--- config.mk ---
export PLATFORM = sky130hd
export DESIGN_NAME = comm_ctrl
export DESIGN_NICKNAME = d
export VERILOG_FILES = /design/src/rtl/comm_pkg.sv /design/src/rtl/comm_tx_ser.sv /design/src/rtl/comm_ctrl.sv
export SDC_FILE = /design/constraint.sdc
export NUM_CORES = 1
export LEC_CHECK = 0
export ABC_AREA = 1
export BUFFER_PORTS_ARGS = -buffer_cell sky130_fd_sc_hd__buf_2
export CORE_MARGIN = 2
export CORE_UTILIZATION = 30
export CTS_CLUSTER_DIAMETER = 150
export DETAILED_ROUTE_END_ITERATION = 10
export GPL_TIMING_DRIVEN = 0
export PLACE_DENSITY_LB_ADDON = 0.1
export SYNTH_ARGS = -nofsm -noshare
export SYNTH_HDL_FRONTEND = slang
export SYNTH_SLANG_ARGS = --single-unit
--- constraint.sdc ---
create_clock -name clk -period 3.46 [get_ports clk]
set_input_delay 0.173 -clock clk [delete_from_list [all_inputs] [get_ports clk]]
set_output_delay 0.173 -clock clk [all_outputs]
set_load 0.02 [all_outputs]
--- src/rtl/comm_pkg.sv ---
// comm_pkg: opcodes, response codes, controller states and width helpers
// shared by the console-mux command engine and its byte serializer.
// Contents: OP_* opcodes, RSP_ACK/RSP_NAK, state_e, bytes_for/sel_width/max3.
package comm_pkg;

   localparam logic [7:0] OP_RD_EN     = 8'h01;
   localparam logic [7:0] OP_RD_MAP    = 8'h02;
   localparam logic [7:0] OP_WR_EN     = 8'h03;
   localparam logic [7:0] OP_WR_MAP    = 8'h04;
   localparam logic [7:0] OP_RD_INPUTS = 8'h05;
   localparam logic [7:0] OP_CLR_CFG   = 8'h06;

   localparam logic [7:0] RSP_ACK = 8'hA5;
   localparam logic [7:0] RSP_NAK = 8'h5A;

   typedef enum logic [1:0] {
      S_IDLE,
      S_PAYLOAD,
      S_SEND
   } state_e;

   // Number of whole bytes needed to carry 'bits' bits.
   function automatic int bytes_for(input int bits);
      return (bits + 7) / 8;
   endfunction

   // Selector width per output; a single input still gets one bit.
   function automatic int sel_width(input int n_inputs);
      return (n_inputs > 2) ? $clog2(n_inputs) : 1;
   endfunction

   function automatic int max3(input int a, input int b, input int c);
      int m;
      m = (a > b) ? a : b;
      return (m > c) ? m : c;
   endfunction

endpackage

--- src/rtl/comm_tx_ser.sv ---
// comm_tx_ser: sends a parallel word as nbytes bytes, least-significant first.
// Latency: tx_valid_o rises the cycle after load_i; one byte per handshake.
// Backpressure: tx_data_o/tx_valid_o held stable until tx_ready_i; done_o flags the last handshake.
// Ports: clk/rst, load_i+word_i+nbytes_i (load request), tx_ready_i, tx_valid_o, tx_data_o, done_o.
module comm_tx_ser #(
   parameter int WORD_W = 32,
   parameter int CNT_W  = 3
) (
   input  logic              clk,
   input  logic              rst,
   input  logic              load_i,
   input  logic [WORD_W-1:0] word_i,
   input  logic [CNT_W-1:0]  nbytes_i,
   input  logic              tx_ready_i,
   output logic              tx_valid_o,
   output logic [7:0]        tx_data_o,
   output logic              done_o
);

   logic [WORD_W-1:0] word_q;
   logic [CNT_W-1:0]  left_q;
   logic              vld_q;
   logic              hs;

   assign hs         = vld_q && tx_ready_i;
   assign done_o     = hs && (left_q == CNT_W'(1));
   assign tx_valid_o = vld_q;
   assign tx_data_o  = word_q[7:0];

   always_ff @(posedge clk) begin
      if (rst) begin
         word_q <= '0;
         left_q <= '0;
         vld_q  <= 1'b0;
      end else if (load_i) begin
         word_q <= word_i;
         left_q <= nbytes_i;
         vld_q  <= 1'b1;
      end else if (hs) begin
         // Zeros shift in, so the word is clear once the last byte leaves.
         word_q <= word_q >> 8;
         left_q <= left_q - CNT_W'(1);
         if (left_q == CNT_W'(1)) begin
            vld_q <= 1'b0;
         end
      end
   end

endmodule

--- src/rtl/comm_ctrl.sv ---
// comm_ctrl: byte command engine for the console mux; holds selectors/enable mask, answers via a byte sink.
// Latency: read response or ACK/NAK tx_valid one cycle after the deciding rx byte / timeout edge.
// Backpressure: responses wait on tx_ready; rx bytes arriving while responding are dropped and set err_overrun.
// Ports: clk, rst, rx_valid/rx_data in, tx_valid/tx_ready/tx_data out, in_pins, selectors, enabled_out, err_overrun.
module comm_ctrl
   import comm_pkg::*;
#(
   parameter int OUTPUT_COUNT   = 16,
   parameter int INPUT_COUNT    = 4,
   parameter int TIMEOUT_CYCLES = 65536
) (
   input  logic                                          clk,
   input  logic                                          rst,
   input  logic                                          rx_valid,
   input  logic [7:0]                                    rx_data,
   output logic                                          tx_valid,
   input  logic                                          tx_ready,
   output logic [7:0]                                    tx_data,
   input  logic [INPUT_COUNT-1:0]                        in_pins,
   output logic [OUTPUT_COUNT*sel_width(INPUT_COUNT)-1:0] selectors,
   output logic [OUTPUT_COUNT-1:0]                       enabled_out,
   output logic                                          err_overrun
);

   localparam int SEL_W     = sel_width(INPUT_COUNT);
   localparam int MAP_W     = OUTPUT_COUNT * SEL_W;
   localparam int MAP_BYTES = bytes_for(MAP_W);
   localparam int EN_BYTES  = bytes_for(OUTPUT_COUNT);
   localparam int IN_BYTES  = bytes_for(INPUT_COUNT);
   localparam int MAX_BYTES = max3(MAP_BYTES, EN_BYTES, IN_BYTES);
   localparam int WORD_W    = MAX_BYTES * 8;
   localparam int CNT_W     = $clog2(MAX_BYTES + 1);
   localparam int TO_W      = $clog2(TIMEOUT_CYCLES);
   localparam logic [TO_W-1:0] TO_LAST = TO_W'(TIMEOUT_CYCLES - 1);

   state_e              state_q;
   logic [7:0]          op_q;
   logic [CNT_W-1:0]    cnt_q;
   logic [TO_W-1:0]     to_q;
   logic [WORD_W-1:0]   shadow_q;
   logic [MAP_W-1:0]    sel_q;
   logic [OUTPUT_COUNT-1:0] en_q;
   logic                ovr_q;

   logic [WORD_W-1:0]   shadow_d;
   logic [CNT_W-1:0]    wr_bytes;
   logic                is_write;
   logic                last_byte;
   logic                to_expired;
   logic                ld;
   logic [WORD_W-1:0]   ld_word;
   logic [CNT_W-1:0]    ld_n;
   logic                tx_done;

   assign is_write   = (rx_data == OP_WR_EN) || (rx_data == OP_WR_MAP);
   assign wr_bytes   = (op_q == OP_WR_EN) ? CNT_W'(EN_BYTES) : CNT_W'(MAP_BYTES);
   assign last_byte  = (cnt_q == wr_bytes - CNT_W'(1));
   assign to_expired = (to_q == TO_LAST);

   // Shadow with the incoming payload byte merged at its position.
   always_comb begin
      shadow_d = shadow_q;
      for (int b = 0; b < MAX_BYTES; b++) begin
         if (cnt_q == CNT_W'(b)) begin
            shadow_d[b*8 +: 8] = rx_data;
         end
      end
   end

   // Serializer load request: read snapshot, ACK or NAK.
   always_comb begin
      ld      = 1'b0;
      ld_word = '0;
      ld_n    = CNT_W'(1);
      case (state_q)
         S_IDLE: begin
            if (rx_valid) begin
               case (rx_data)
                  OP_RD_EN: begin
                     ld      = 1'b1;
                     ld_word = WORD_W'(en_q);
                     ld_n    = CNT_W'(EN_BYTES);
                  end
                  OP_RD_MAP: begin
                     ld      = 1'b1;
                     ld_word = WORD_W'(sel_q);
                     ld_n    = CNT_W'(MAP_BYTES);
                  end
                  OP_RD_INPUTS: begin
                     ld      = 1'b1;
                     ld_word = WORD_W'(in_pins);
                     ld_n    = CNT_W'(IN_BYTES);
                  end
                  OP_WR_EN, OP_WR_MAP: begin
                     ld = 1'b0;
                  end
                  OP_CLR_CFG: begin
                     ld      = 1'b1;
                     ld_word = WORD_W'(RSP_ACK);
                  end
                  default: begin
                     ld      = 1'b1;
                     ld_word = WORD_W'(RSP_NAK);
                  end
               endcase
            end
         end
         S_PAYLOAD: begin
            if (rx_valid && last_byte) begin
               ld      = 1'b1;
               ld_word = WORD_W'(RSP_ACK);
            end else if (!rx_valid && to_expired) begin
               ld      = 1'b1;
               ld_word = WORD_W'(RSP_NAK);
            end
         end
         default: begin
            ld = 1'b0;
         end
      endcase
   end

   always_ff @(posedge clk) begin
      if (rst) begin
         state_q  <= S_IDLE;
         op_q     <= '0;
         cnt_q    <= '0;
         to_q     <= '0;
         shadow_q <= '0;
         sel_q    <= '0;
         en_q     <= '0;
         ovr_q    <= 1'b0;
      end else begin
         case (state_q)
            S_IDLE: begin
               if (rx_valid) begin
                  op_q <= rx_data;
                  if (is_write) begin
                     state_q  <= S_PAYLOAD;
                     cnt_q    <= '0;
                     to_q     <= '0;
                     shadow_q <= '0;
                  end else begin
                     state_q <= S_SEND;
                     if (rx_data == OP_CLR_CFG) begin
                        sel_q <= '0;
                        en_q  <= '0;
                     end
                  end
               end
            end
            S_PAYLOAD: begin
               if (rx_valid) begin
                  to_q <= '0;
                  if (last_byte) begin
                     // Whole word lands in one edge; pad bits drop off by truncation.
                     if (op_q == OP_WR_EN) begin
                        en_q <= shadow_d[OUTPUT_COUNT-1:0];
                     end else begin
                        sel_q <= shadow_d[MAP_W-1:0];
                     end
                     shadow_q <= '0;
                     state_q  <= S_SEND;
                  end else begin
                     shadow_q <= shadow_d;
                     cnt_q    <= cnt_q + CNT_W'(1);
                  end
               end else if (to_expired) begin
                  shadow_q <= '0;
                  state_q  <= S_SEND;
               end else begin
                  to_q <= to_q + TO_W'(1);
               end
            end
            S_SEND: begin
               // Includes a byte arriving on the final handshake cycle.
               if (rx_valid) begin
                  ovr_q <= 1'b1;
               end
               if (tx_done) begin
                  state_q <= S_IDLE;
               end
            end
            default: begin
               state_q <= S_IDLE;
            end
         endcase
      end
   end

   comm_tx_ser #(
      .WORD_W (WORD_W),
      .CNT_W  (CNT_W)
   ) u_tx_ser (
      .clk        (clk),
      .rst        (rst),
      .load_i     (ld),
      .word_i     (ld_word),
      .nbytes_i   (ld_n),
      .tx_ready_i (tx_ready),
      .tx_valid_o (tx_valid),
      .tx_data_o  (tx_data),
      .done_o     (tx_done)
   );

   assign selectors   = sel_q;
   assign enabled_out = en_q;
   assign err_overrun = ovr_q;

endmodule

# Word level (Yosys, flattened, before mapping)
# Index checks and enable logic that the tools add are counted.
[word_totals] out_inout_bits=58 latchBits=0 ff_bits=146 wordCells=126 mem_count=0 ram_bits=0 mem_bits_ro=0 inputBits=16
[classes] div_mod_pow=0 eq_ne=28 shifts=0 n_reduce_logical=21 n_bitwise=0 magnitude_cmp=0 multipliers=0 muxes=62 n_addsub=4
[ops] operator="2-to-1 mux 32 bit" count=14
[ops] operator="one-hot mux 32 bit (2 select lines)" count=3
[ops] operator="2-to-1 mux 16 bit" count=10
[ops] operator="one-hot mux 32 bit (5 select lines)" count=1
[ops] operator="one-hot mux 16 bit (2 select lines)" count=2
[ops] operator="2-to-1 mux 8 bit" count=5
[ops] operator="2-to-1 mux 3 bit" count=9
[ops] operator="== test 8 x 2 -> 1 bit, second input constant" count=3
[ops] operator="== test 8 x 3 -> 1 bit, second input constant" count=3
[ops] operator="!= test 2 bit, second input constant" count=10
[ops] operator="adder 16 x 1 -> 16 bit, second input constant" count=1
[ops] operator="== test 16 bit, second input constant" count=1
[ops] operator="AND reduction 7 bit" count=2
[ops] operator="2-to-1 mux 2 bit" count=6
[ops] operator="one-hot mux 3 bit (2 select lines)" count=2
[ops] operator="AND reduction 4 bit" count=3
[ops] operator="!= test 3 bit, second input constant" count=3
[ops] operator="== test 8 x 1 -> 1 bit, second input constant" count=1
[ops] operator="2-to-1 mux 1 bit" count=7
[ops] operator="2-to-1 mux 7 bit" count=1
[ops] operator="== test 3 x 1 -> 1 bit, second input constant" count=2
[ops] operator="== test 3 x 2 -> 1 bit, second input constant" count=2
[ops] operator="one-hot mux 2 bit (3 select lines)" count=1
[ops] operator="AND reduction 2 bit" count=3
[ops] operator="other kinds (14)" count=20

# Depth between registers and ports, before layout
# Gate-level depths: netlist of the first run.
[depth] word_depth=9 ltp_mapped=15 ltp_nobuf=14

# Hierarchy
# Synthesis of the first run repeated with hierarchy kept, for this count alone.
[hier_totals] hier_cells=1259 hier_area_um2=8165.3
[by_module_without_submodules] mod="comm_ctrl" n_inst=1 seq_area_each_um2=2202.1 area_each_um2=6311.1 cells_each=997
[by_module_without_submodules] mod="comm_tx_ser" n_inst=1 seq_area_each_um2=720.7 area_each_um2=1854.3 cells_each=262

# Worst setup path before layout of the first run
# Ideal clock, no wire load.
[synth_path] path_type="flip-flop to flip-flop" from="register to_q[0]" to="register shadow_q[14]" period_less_slack_ps=1757 stages_incl_launch_ff=12 setup_slack_ps=1703 arrival_ps=1629 setup_time_ps=128 required_time_ps=3332 n_path_buf=1 path_cell_list="dfxtp_1 -> ha_1 -> nand3_1 -> nor2_2 -> nand2_1 -> nand2_1 -> nand2_2 -> nor2_2 -> buf_2 -> o21ai_0 -> o21ai_0 -> nor2_1"
[synth_between] elab_chain_cells=3
[synth_lines] item="start, declared" line_no="comm_ctrl.sv:39" source="logic [TO_W-1:0] to_q;"
[synth_lines] item="start signal, assigned" line_no="comm_ctrl.sv:172" source="to_q <= to_q + TO_W'(1);"
[synth_lines] item="== test 16 bit" line_no="comm_ctrl.sv:58" source="assign to_expired = (to_q == TO_LAST);"
[synth_lines] item="!= test 3 bit (no source line)"
[synth_lines] item="AND reduction 4 bit (no source line)"
[synth_lines] item="end signal, assigned" line_no="comm_ctrl.sv:165" source="shadow_q <= shadow_d;"
[synth_lines] item="end, declared" line_no="comm_ctrl.sv:40" source="logic [WORD_W-1:0] shadow_q;"
# Every way passes these cells.
# A chain may end at the register's enable or synchronous reset.

# Worst setup path after layout of the first run
[layout_path] from="register to_q[0]" to="register shadow_q[5]"
# Same word-level chain as after synthesis.

==> results by group, run 1 <==
Global routing
  – All-layer global routing usage: 0.204
  – Total gr overflow: 0
  – Number of global-route vias before repair: about 7000
  – Antenna violations before repair: 0
  – Wire length of the first global-routing pass: between 40 and 50 mm
  – Maximum number of pins on one net before global-route repair: 17

Drt
  – Routed WL: about 27 mm
  – Highest routing layer actually used: met4
  – Routed metal-1 wirelength: 13.0 mm
  – Number of antenna-violating nets in the routed design: 0
  – Wire length on met3: 865 microns
  – DRC: 0
  – Via density: roughly 4.8
  – Met2 routed wirelength: 12.7 mm
  – Drt initial violations: 542
  – Vias post-DR: 7508
  – Per-cell routed wire length: 17.1 microns
  – First-pass detailed-route iteration total: 4

Clock tree
  – Master cell of the clock root buffer: clkbuf_16
  – Post-cts gate resize count: 0
  – Post-CTS Setup Inserts: 0
  – Number of buffers inserted during clock tree synthesis: 17
  – Clock-pin slew of the registers on the worst-case setup and hold paths: 70 ps
  – Cts-stage hold buffer count: 0
  – H-tree levels: 4
  – Maximum number of buffers from clock root to sink: 2
  – TritonCTS clock tree: done
  – Clock Sink Count: 146
  – Clock latency reported for the late side of the worst-skew pair: 430 ps

Cells and area
  – Final design instance area without fill: 8970 sq um
  – Filler Cell Count: 2802
  – Synth-to-layout area growth: 17.4%
  – # nets final: 1254
  – Fraction of layout cells with a size suffix above 1: 0.150
  – Antenna fix cells: 0
  – Core Util, Final: 0.357

Worst setup path
  – Setup crit end kind: register
  – Worst-path fanout max: 10
  – Worst Reg2Reg Path Length in Cells: 11
  – Worst flop-to-flop path startpoint: to_q[0]$_SDFFE_PP0P_
  – Worst path max stage delay: 430 ps
  – Setup slack on the worst flop-to-flop path: 1130 ps
  – Capture point of the worst path: shadow_q[5]$_SDFFE_PP0P_
  – Required time of the critical path: roughly 3800 ps
  – Timing startpoint of the critical path: to_q[0]$_SDFFE_PP0P_
  – Startpoint kind of the worst setup timing path: register
  – Critical R2R Capture: shadow_q[5]$_SDFFE_PP0P_
  – Category of the most critical setup path: register to register
  – Arrival time of the worst setup path: 2640 ps
  – Crit path max-delay cell type: dfxtp_1
  – Crit-path cells: ha_1 -> nand3_1 -> nor2_2 -> nand2_1 -> nand2_1 -> nand2_2 -> nor2_2 -> buf_2 -> o21ai_0 -> o21ai_0 -> nor2_1

Yosys
  – Most numerous cell types in the synthesized netlist: 259 x nand2_1, 146 x dfxtp_1, 120 x inv_1, 119 x nor2_1, 91 x a21oi_1
  – Portion of synthesized cell area occupied by the leading cell type: 0.383
  – Yosys warning total: 0
  – Gate count of the mapped netlist: around 1100
  – Count of cell types in the netlist: 42
  – Sequential share of the synthesized area: 0.383
  – Net Count, Synth: roughly 1200
  – Synth Flop Type: dfxtp_1
  – Post-synthesis instance area: 7640 sq um
  – Share of synthesized registers carrying an async set or reset: 0
  – Number of enable flip-flop cells after synthesis: 0
  – Post-synthesis average cell area: 6.71 sq um
  – Most frequent cell after synthesis: nand2_1
  – Cells taking the most area after synthesis: dfxtp_1 38%, nand2_1 13%, a21oi_1 6.0%
  – Largest area contributor in the netlist: dfxtp_1
  – Post-synthesis register bit count: 146

Power
  – Reg power frac: 0.392
  – Maximum ir drop on the vdd rail: 0.000285 V
  – Leakage power total: slightly below 4 nW
  – Switching share of power: 0.358
  – Areal power density over the cells: 533 nW/um^2
  – Switching pwr: about 1.7 mW
  – Clock network fraction of total power: 0.375
  – Combinational share of power: 0.233
  – Post-route total power: between 4 and 5 mW
  – Cell internal pwr: 3.07 mW

Floorplanning
  – Total number of placement rows: 58
  – Core area: 25100 sq um
  – Width of the die: 164 microns
  – DIE AREA: 26700 sq um
  – Top-Level Pins: 74
  – Effective utilization at floorplan: 0.304
  – Die Height: 164 microns

Placement
  – Routability Congestion: approximately 0.83
  – Count of port buffers added during placement: 73
  – Setup slack at placement: 1160 ps
  – DPL Wire Length: 20.2 mm
  – Cell area after placement: 8410 sq um

Timing
  – Number of endpoints failing setup at the final stage: 0
  – Actual slew at the worst max-slew pin: 729 ps
  – Final slew viol count: 0
  – Worst slew slack as a fraction of its limit: 0.514
  – Unrepaired setup endpoints after global routing: no
  – Setup slack after layout: 1130 ps
  – Setup clock skew after layout: between 10 and 15 ps
  – Final critical delay including setup and external delays: 2330 ps
  – Fin Setup TNS: 0 ps
  – Number of hold violations in the final report: 0
  – Upper clock frequency limit: between 400 and 500 MHz
  – Share of the clock period used by the worst path after layout: 0.673

Min path
  – Type of the tightest min-delay check: input port to register

Job
  – Count of maximum capacitance violations: 0

Status
  – Outcome: finished clean
## routing by layer
layer  vias up  GRT usage
met4         0     0.0498
met5         -          0
met3        19     0.0244
met2       134      0.341
li1       3906          -
met1      3449      0.280
## worst min path at each step
stage / from / end / slack [ps] / cells past startpoint
5_1_grt: rx_data[0] / op_q[0]$_SDFFE_PP0P_ / 130 / 3
4_1_cts: rx_data[2] / op_q[2]$_SDFFE_PP0P_ / 120 / 3
3_5_place_dp: u_tx_ser.word_q[10]$_SDFFE_PP0P_ / u_tx_ser.word_q[10]$_SDFFE_PP0P_ / 460 / 2
6_report: rx_data[0] / op_q[0]$_SDFFE_PP0P_ / 130 / 3
3_3_place_gp: u_tx_ser.word_q[14]$_SDFFE_PP0P_ / u_tx_ser.word_q[14]$_SDFFE_PP0P_ / 450 / 2
2_1_floorplan: rx_data[0] / op_q[0]$_SDFFE_PP0P_ / 350 / 2
## layout by cell type (no fill, tap or decap), types with 12 or more instances in the layout
| cell | Yosys | routed |
|---|---|---|
| nand2_1 | 259 | 259 |
| dfxtp_1 | 146 | 146 |
| inv_1 | 120 | 120 |
| nor2_1 | 119 | 119 |
| buf_2 | 23 | 96 |
| a21oi_1 | 91 | 91 |
| nand3_1 | 75 | 75 |
| o21ai_0 | 75 | 75 |
| nand4_1 | 64 | 64 |
| clkbuf_1 | 35 | 35 |
| clkbuf_16 | 0 | 17 |
| o211ai_1 | 12 | 12 |
## cell type report
type                            count  area [sq um]  share of cell area
Sequential cell                   146          2920               0.326
Tap cell                          330           413              0.0461
Clock buffer                       17           425              0.0474
Multi-Input combinational cell    787          3860               0.430
Inverter                          131           492              0.0548
Timing Repair Buffer               73           365              0.0407
Buffer                             74           363              0.0405
Clock inverter                     15           126              0.0141
## flip-flops by register name, indices dropped and copies added (netlist names)
register and count:
cnt_q 3, u_tx_ser.word_q 32, enabled_out 16, to_q 16, shadow_q 32, err_overrun 1, op_q 8, u_tx_ser.tx_valid_o 1
u_tx_ser.left_q 3, selectors 32, state_q 2
## through the flow
| stage | std cells | hold WS [ps] |
|---|---|---|
| 2_1_floorplan | 1138 | 346 |
| 3_3_place_gp | 1541 | 453 |
| 3_5_place_dp | 1541 | 457 |
| 4_1_cts | 1573 | 121 |
| 5_1_grt | 1573 | 133 |
| 6_report | 1573 | 127 |
## cells by family (layout without fill, tap and decap cells)
group,Yosys count,after routing,share of synthesized area
AO/OA/AOI/OAI,204,204,0.145
adder cells (fa/ha/maj),8,8,0.0131
buffers and inverters,205,310,0.112
XOR/XNOR,4,4,0.00459
flip-flops,146,146,0.383
AND/OR/NAND/NOR,571,571,0.343
## power by group through the flow
| stage | Combinational [mW] | Sequential (mW) | Clock, mW |
|---|---|---|---|
| final | 1.11 | 1.87 | 1.79 |
| after global routing | 1.24 | 1.89 | 1.89 |
| after CTS | 1.11 | 1.87 | 1.82 |
| after detailed placement | 1.11 | 1.91 | 0 |
| after global placement | 1.11 | 1.91 | 0 |
| after floorplan | 0.727 | 1.94 | 0 |
## worst max-delay path, delay by kind of cell (launching register included)
family                   cells  cell delay (ps)
AND/OR/NAND/NOR              7             1040
flip-flops                   1              430
adder cells (fa/ha/maj)      1              260
buffers and inverters        1              250
AO/OA/AOI/OAI                2              220
No activity file was read; power rests on OpenSTA's default activity.
==> run 2, diff against run 1 <==
==> constraint.sdc (replaced) <==
create_clock -name clk -period 2.3 [get_ports clk]
set_input_delay 0.115 -clock clk [delete_from_list [all_inputs] [get_ports clk]]
set_output_delay 0.115 -clock clk [all_outputs]
set_load 0.02 [all_outputs]
==> results by group, run 2 (synthesized netlist as in run 1, its figures left out) <==
Min path
  – Terminating pin of the worst hold path: op_q[0]$_SDFFE_PP0P_ (unchanged)
  – Type of the tightest min-delay check: input port to register (unchanged)
  – Origin of the worst min-delay path: rx_data[0] (unchanged)
  – Worst hold path stage count: 3 (unchanged)

Timing
  – Final critical delay including setup and external delays: 2120 ps (was 2330 ps)
  – Unrepaired setup endpoints after global routing: no (unchanged)
  – Setup clock skew after layout: 11.9 ps (was 10.7 ps)
  – Number of hold violations in the final report: 0 (unchanged)
  – Share of the clock period used by the worst path after layout: 0.922 (was 0.673)
  – Fin Setup TNS: 0 ps (unchanged)
  – Actual slew at the worst max-slew pin: 722 ps (was 729 ps)
  – Worst slew slack as a fraction of its limit: 0.517 (was 0.514)
  – Final slew viol count: 0 (unchanged)
  – Upper clock frequency limit: 471 MHz (was 429 MHz)
  – Number of endpoints failing setup at the final stage: 0 (unchanged)

Worst setup path
  – Worst flop-to-flop path startpoint: cnt_q[1]$_SDFFE_PP0P_ (was to_q[0]$_SDFFE_PP0P_)
  – Worst path max stage delay: 490 ps (was 430 ps)
  – Worst-path fanout max: 10 (unchanged)
  – Crit-path cells: inv_1 -> ha_1 -> nand2_1 -> inv_1 -> buf_1 -> o211ai_1 -> o21ai_0 -> o21ai_0 -> nor2_1 (was ha_1 -> nand3_1 -> nor2_2 -> nand2_1 -> nand2_1 -> nand2_2 -> nor2_2 -> buf_2 -> o21ai_0 -> o21ai_0 -> nor2_1)
  – Setup crit end kind: register (unchanged)
  – Required time of the critical path: 2600 ps (was 3770 ps)
  – Worst Reg2Reg Path Length in Cells: 9 (was 11)
  – Crit path max-delay cell type: o211ai_1 (was dfxtp_1)
  – Setup slack on the worst flop-to-flop path: 180 ps (was 1130 ps)
  – Startpoint kind of the worst setup timing path: register (unchanged)
  – Critical R2R Capture: shadow_q[5]$_SDFFE_PP0P_ (unchanged)
  – Category of the most critical setup path: register to register (unchanged)
  – Arrival time of the worst setup path: 2420 ps (was 2640 ps)

Cells and area
  – Core Util, Final: 0.358 (was 0.357)
  – Antenna fix cells: 0 (unchanged)
  – Top library cells by usage in the layout, fill and taps aside: 259 x nand2_1, 145 x dfxtp_1, 120 x inv_1 (was 259 x nand2_1, 146 x dfxtp_1, 120 x inv_1)
  – # nets final: 1255 (was 1254)
  – Synth-to-layout area growth: 17.8% (was 17.4%)
  – Most common cell after layout, fill and taps aside: nand2_1 (unchanged)
  – Fraction of layout cells with a size suffix above 1: 0.154 (was 0.150)

Status
  – Outcome: finished clean (unchanged)

Power
  – Reg power frac: 0.392 (about the same)
  – Clock network fraction of total power: 0.374 (was 0.375)
  – Switching share of power: 0.357 (was 0.358)
  – Post-route total power: 7.19 mW (was 4.78 mW)
  – Maximum ir drop on the vdd rail: 0.000425 V (was 0.000285 V)
  – Leakage power total: 3.86 nW (about the same)
  – Switching pwr: 2.57 mW (was 1.71 mW)
  – Areal power density over the cells: 800 nW/um^2 (was 533 nW/um^2)
  – Combinational share of power: 0.234 (was 0.233)
  – Cell internal pwr: 4.62 mW (was 3.07 mW)

Floorplanning
  – Top-Level Pins: 74 (unchanged)
  – Width of the die: 164 microns (unchanged)
  – Die Height: 164 microns (unchanged)
  – DIE AREA: 26700 sq um (unchanged)
  – Total number of placement rows: 58 (unchanged)
  – Core area: 25100 sq um (unchanged)
  – Effective utilization at floorplan: 0.304 (unchanged)

Clock tree
  – Clock-pin slew of the registers on the worst-case setup and hold paths: 70 ps (about the same)
  – Number of buffers inserted during clock tree synthesis: 17 (unchanged)
  – H-tree levels: 4 (unchanged)
  – TritonCTS clock tree: done (unchanged)
  – Master cell of the clock root buffer: clkbuf_16 (unchanged)
  – Maximum number of buffers from clock root to sink: 2 (unchanged)
  – Clock latency reported for the late side of the worst-skew pair: 430 ps (about the same)
  – Clock Sink Count: 146 (unchanged)

Global routing
  – Wire length of the first global-routing pass: 41.4 mm (unchanged)
  – Number of global-route vias before repair: 6959 (unchanged)
  – Maximum number of pins on one net before global-route repair: 17 (unchanged)
  – Total gr overflow: 0 (unchanged)
  – All-layer global routing usage: 0.204 (unchanged)
  – Antenna violations before repair: 0 (unchanged)

Job
  – Count of maximum capacitance violations: 0 (unchanged)

Placement
  – DPL Wire Length: 20.2 mm (unchanged)
  – Count of port buffers added during placement: 73 (unchanged)
  – Routability Congestion: 0.830 (unchanged)

Drt
  – Via density: 4.77 (about the same)
  – First-pass detailed-route iteration total: 5 (was 4)
  – Vias post-DR: 7501 (was 7508)
  – Routed WL: 26.9 mm (was 26.8 mm)
  – Drt initial violations: 499 (was 542)
  – Per-cell routed wire length: 17.1 microns (about the same)
  – Number of antenna-violating nets in the routed design: 0 (unchanged)
  – DRC: 0 (unchanged)
-- run 2: worst max-delay path, delay by kind of cell, from the launching register on --
kind                     cells  cell delay, ps
adder cells (fa/ha/maj)      1             200
flip-flops                   1             440
AO/OA/AOI/OAI                3             760
buffers and inverters        3             470
AND/OR/NAND/NOR              2             120
-- run 2: how the worst max path moves through the flow --
stage / slack [ps] / cells past startpoint / start / end
6_report: 180 / 9 / cnt_q[1]$_SDFFE_PP0P_ / shadow_q[5]$_SDFFE_PP0P_
5_1_grt: 10 / 11 / to_q[1]$_SDFFE_PP0P_ / shadow_q[4]$_SDFFE_PP0P_
4_1_cts: 30 / 11 / to_q[0]$_SDFFE_PP0P_ / shadow_q[2]$_SDFFE_PP0P_
3_5_place_dp: 2 / 11 / to_q[0]$_SDFFE_PP0P_ / shadow_q[5]$_SDFFE_PP0P_
3_3_place_gp: -3 / 11 / to_q[0]$_SDFFE_PP0P_ / shadow_q[4]$_SDFFE_PP0P_
2_1_floorplan: 540 / 11 / to_q[0]$_SDFFE_PP0P_ / shadow_q[14]$_SDFFE_PP0P_
-- run 2: timing repair --
item                                    in CTS  in global routing
endpoints found under the setup margin       4                 60
setup buffers                                0                  1
hold buffers                                 0                  0
gates resized for setup                      1                  6
pin swaps                                    0                  1
-- run 2: cell type report --
| cell class | instances | area [sq um] |
|---|---|---|
| inverter | 131 | 492 |
| clock buffer | 17 | 425 |
| timing repair buffer | 74 | 373 |
| sequential | 146 | 2920 |
| fill | 2803 | 16100 |
| buffer | 74 | 368 |
| clock inverter | 15 | 126 |
| multi-input combinational | 787 | 3870 |
| tap | 330 | 413 |
-- run 2: metrics by stage --
| stage | instance area (sq um) | worst slack, ps | hold slack [ps] | instances |
|---|---|---|---|---|
| floorplan | 7640 | 543 | 288 | 1138 |
| finish | 8990 | 179 | 67.0 | 1574 |
| global placement | 8410 | -2.83 | 453 | 1541 |
| global route | 8990 | 14.2 | 74.8 | 1574 |
| CTS | 8970 | 30.8 | 63.3 | 1573 |
| detailed placement | 8410 | 1.63 | 457 | 1541 |
-- run 2: layer usage --
metal / up-vias / global-route usage / routed length, microns
met5: - / 0 / 0
li1: 3915 / - / -
met4: 0 / 0.0498 / 306
met1: 3446 / 0.280 / 13100
met3: 22 / 0.0244 / 766
met2: 118 / 0.341 / 12700
-- run 2: power by group through the flow --
| stage | clock, mW | combinational (mW) | sequential, mW |
|---|---|---|---|
| final | 2.69 | 1.68 | 2.82 |
| after global routing | 2.84 | 1.88 | 2.84 |
| after CTS | 2.74 | 1.67 | 2.82 |
| after detailed placement | 0 | 1.66 | 2.88 |
| after global placement | 0 | 1.67 | 2.87 |
| after floorplan | 0 | 1.09 | 2.92 |
==> run 3, diff against run 2 <==
--- a/config.mk
+++ b/config.mk
@@ -8,7 +8,7 @@
 export ABC_AREA = 1
 export BUFFER_PORTS_ARGS = -buffer_cell sky130_fd_sc_hd__buf_2
 export CORE_MARGIN = 2
-export CORE_UTILIZATION = 30
+export CORE_UTILIZATION = 55
 export CTS_CLUSTER_DIAMETER = 150
 export DETAILED_ROUTE_END_ITERATION = 10
 export GPL_TIMING_DRIVEN = 0
==> results by group, run 3 (synthesized netlist as in run 1, its figures left out) <==
Clock tree
  – Master cell of the clock root buffer: clkbuf_16 (unchanged)
  – Maximum number of buffers from clock root to sink: 2 (unchanged)
  – Clock Sink Count: 146 (unchanged)
  – Clock latency reported for the late side of the worst-skew pair: 430 ps (about the same)
  – Number of buffers inserted during clock tree synthesis: 17 (unchanged)
  – Post-CTS Setup Inserts: 0 (unchanged)
  – Clock-pin slew of the registers on the worst-case setup and hold paths: 60 ps (was 70 ps)
  – H-tree levels: 4 (unchanged)
  – TritonCTS clock tree: done (unchanged)

Worst setup path
  – Startpoint kind of the worst setup timing path: register (unchanged)
  – Worst-path fanout max: 10 (unchanged)
  – Crit-path cells: ha_2 -> nand3_1 -> nor2_4 -> nand2_1 -> nand2_1 -> nand2_2 -> nor2_4 -> clkbuf_4 -> o21ai_0 -> o21ai_0 -> nor2_1 (was inv_1 -> ha_1 -> nand2_1 -> inv_1 -> buf_1 -> o211ai_1 -> o21ai_0 -> o21ai_0 -> nor2_1)
  – Category of cells accounting for the largest share of critical-path delay: simple AND/OR/NAND/NOR gates (was compound AO/OA/AOI/OAI gates)
  – Setup crit end kind: register (unchanged)
  – Arrival time of the worst setup path: 2420 ps (about the same)
  – Required time of the critical path: 2600 ps (about the same)
  – Category of the most critical setup path: register to register (unchanged)
  – Crit path max-delay cell type: dfxtp_1 (was o211ai_1)
  – Crit path buf inv count: 1 (was 3)
  – Worst path max stage delay: 380 ps (was 490 ps)

Global routing
  – Maximum number of pins on one net before global-route repair: 17 (unchanged)
  – Total gr overflow: 0 (unchanged)
  – All-layer global routing usage: 0.316 (was 0.204)
  – Antenna violations before repair: 0 (unchanged)
  – Wire length of the first global-routing pass: 36.0 mm (was 41.4 mm)
  – Number of global-route vias before repair: 6941 (was 6959)

Timing
  – Final slew viol count: 0 (unchanged)
  – Fin Setup TNS: 0 ps (unchanged)
  – Actual slew at the worst max-slew pin: 681 ps (was 722 ps)
  – Final Hold Slack: 55.7 ps (was 67.0 ps)
  – Number of hold violations in the final report: 0 (unchanged)
  – Final critical delay including setup and external delays: 2120 ps (about the same)
  – Share of the clock period used by the worst path after layout: 0.921 (was 0.922)
  – Number of endpoints failing setup at the final stage: 0 (unchanged)
  – Worst slew slack as a fraction of its limit: 0.546 (was 0.517)
  – Upper clock frequency limit: 472 MHz (was 471 MHz)
  – Unrepaired setup endpoints after global routing: no (unchanged)
  – Setup clock skew after layout: 8.56 ps (was 11.9 ps)

Placement
  – DPL Wire Length: 16.8 mm (was 20.2 mm)
  – Count of port buffers added during placement: 73 (unchanged)
  – Routability Congestion: 0.939 (was 0.830)

Drt
  – DRC: 0 (unchanged)
  – Via density: 5.50 (was 4.77)
  – Per-cell routed wire length: 16.1 microns (was 17.1 microns)
  – First-pass detailed-route iteration total: 5 (unchanged)
  – Vias post-DR: 7818 (was 7501)
  – Drt initial violations: 888 (was 499)
  – Number of antenna-violating nets in the routed design: 0 (unchanged)
  – Routed WL: 22.9 mm (was 26.9 mm)

Power
  – Post-route total power: 7.10 mW (was 7.19 mW)
  – Areal power density over the cells: 808 nW/um^2 (was 800 nW/um^2)
  – Maximum ir drop on the vdd rail: 0.000471 V (was 0.000425 V)
  – Leakage power total: 3.86 nW (about the same)

Floorplanning
  – Die Height: 122 microns (was 164 microns)
  – Core area: 13700 sq um (was 25100 sq um)
  – Top-Level Pins: 74 (unchanged)
  – Width of the die: 122 microns (was 164 microns)
  – DIE AREA: 14800 sq um (was 26700 sq um)
  – Effective utilization at floorplan: 0.557 (was 0.304)
  – Total number of placement rows: 43 (was 58)

Cells and area
  – Most common cell after layout, fill and taps aside: nand2_1 (unchanged)
  – Synth-to-layout area growth: 15.1% (was 17.8%)
  – Filler Cell Count: 1328 (was 2803)
  – Area used by sequential logic in the layout: 2920 sq um (unchanged)
  – Top library cells by usage in the layout, fill and taps aside: 259 x nand2_1, 145 x dfxtp_1, 120 x inv_1 (unchanged)
  – Antenna fix cells: 0 (unchanged)
  – Core Util, Final: 0.641 (was 0.358)
  – Area of the multi-input gates: 3870 sq um (about the same)
  – # nets final: 1254 (was 1255)
  – Fraction of layout cells with a size suffix above 1: 0.148 (was 0.154)

Min path
  – Type of the tightest min-delay check: input port to register (unchanged)

Job
  – Count of maximum capacitance violations: 0 (unchanged)

Status
  – Outcome: finished clean (unchanged)
## run 3: cell types whose count changed in the layout (fill, tap and decap cells not counted), moves of 3 or more
cell	delta
inv_6	-5
clkinv_4	-3
clkbuf_1	+3
clkbuf_8	+4
inv_8	-3
## run 3: what timing repair did
item | in CTS | in global routing
gates resized for setup | 0 | 7
hold buffers | 0 | 0
endpoints found under the setup margin | 0 | 15
## run 3: worst reg2reg max path, stage by stage, from the launching register on
cell and delay [ps]:
dfxtp_1 380, ha_2 230, nand3_1 180, nor2_4 200, nand2_1 90, nand2_1 80, nand2_2 150, nor2_4 160
clkbuf_4 230, o21ai_0 120, o21ai_0 130, nor2_1 60
## run 3: cell type report
type                    count  area share
inverters                 131      0.0559
well taps                 180      0.0256
plain buffers              74      0.0417
multi-input cells         787       0.440
repair buffers             73      0.0416
clock inverters             5     0.00598
flip-flops and latches    146       0.333
clock buffers              25      0.0564
## run 3: report_power, final
part / switching, mW / leakage (nW) / internal [mW]
logic: 1.17 / 2.40 / 0.489
registers: 0.104 / 1.18 / 2.72
clock network: 1.04 / 0.269 / 1.58
total: 2.32 / 3.86 / 4.79
## run 3: path summary, 6_finish.rpt
check | from | depth (start not counted) | endpoint | slack (ps)
min | rx_data[2] | 3 | op_q[2]$_SDFFE_PP0P_ | 60
max | to_q[1]$_SDFFE_PP0P_ | 11 | shadow_q[6]$_SDFFE_PP0P_ | 180
min reg2reg | u_tx_ser.word_q[12]$_SDFFE_PP0P_ | 2 | u_tx_ser.word_q[12]$_SDFFE_PP0P_ | 460
max reg2reg | to_q[1]$_SDFFE_PP0P_ | 11 | shadow_q[6]$_SDFFE_PP0P_ | 180
## run 3: through the flow
stage	cells	worst slack [ps]	instance area, sq um
2_1_floorplan	1138	543	7640
3_3_place_gp	1391	93.9	8230
3_5_place_dp	1391	87.2	8230
4_1_cts	1421	9.37	8770
5_1_grt	1421	41.4	8790
6_report	1421	181	8790
## run 3: layer usage
metal | GRT usage | vias to the layer above | wire (microns)
met5 | 0 | - | 0
met4 | 0.121 | 0 | 706
met3 | 0.0744 | 56 | 1820
met2 | 0.508 | 324 | 10500
met1 | 0.412 | 3526 | 9890
li1 | - | 3912 | -
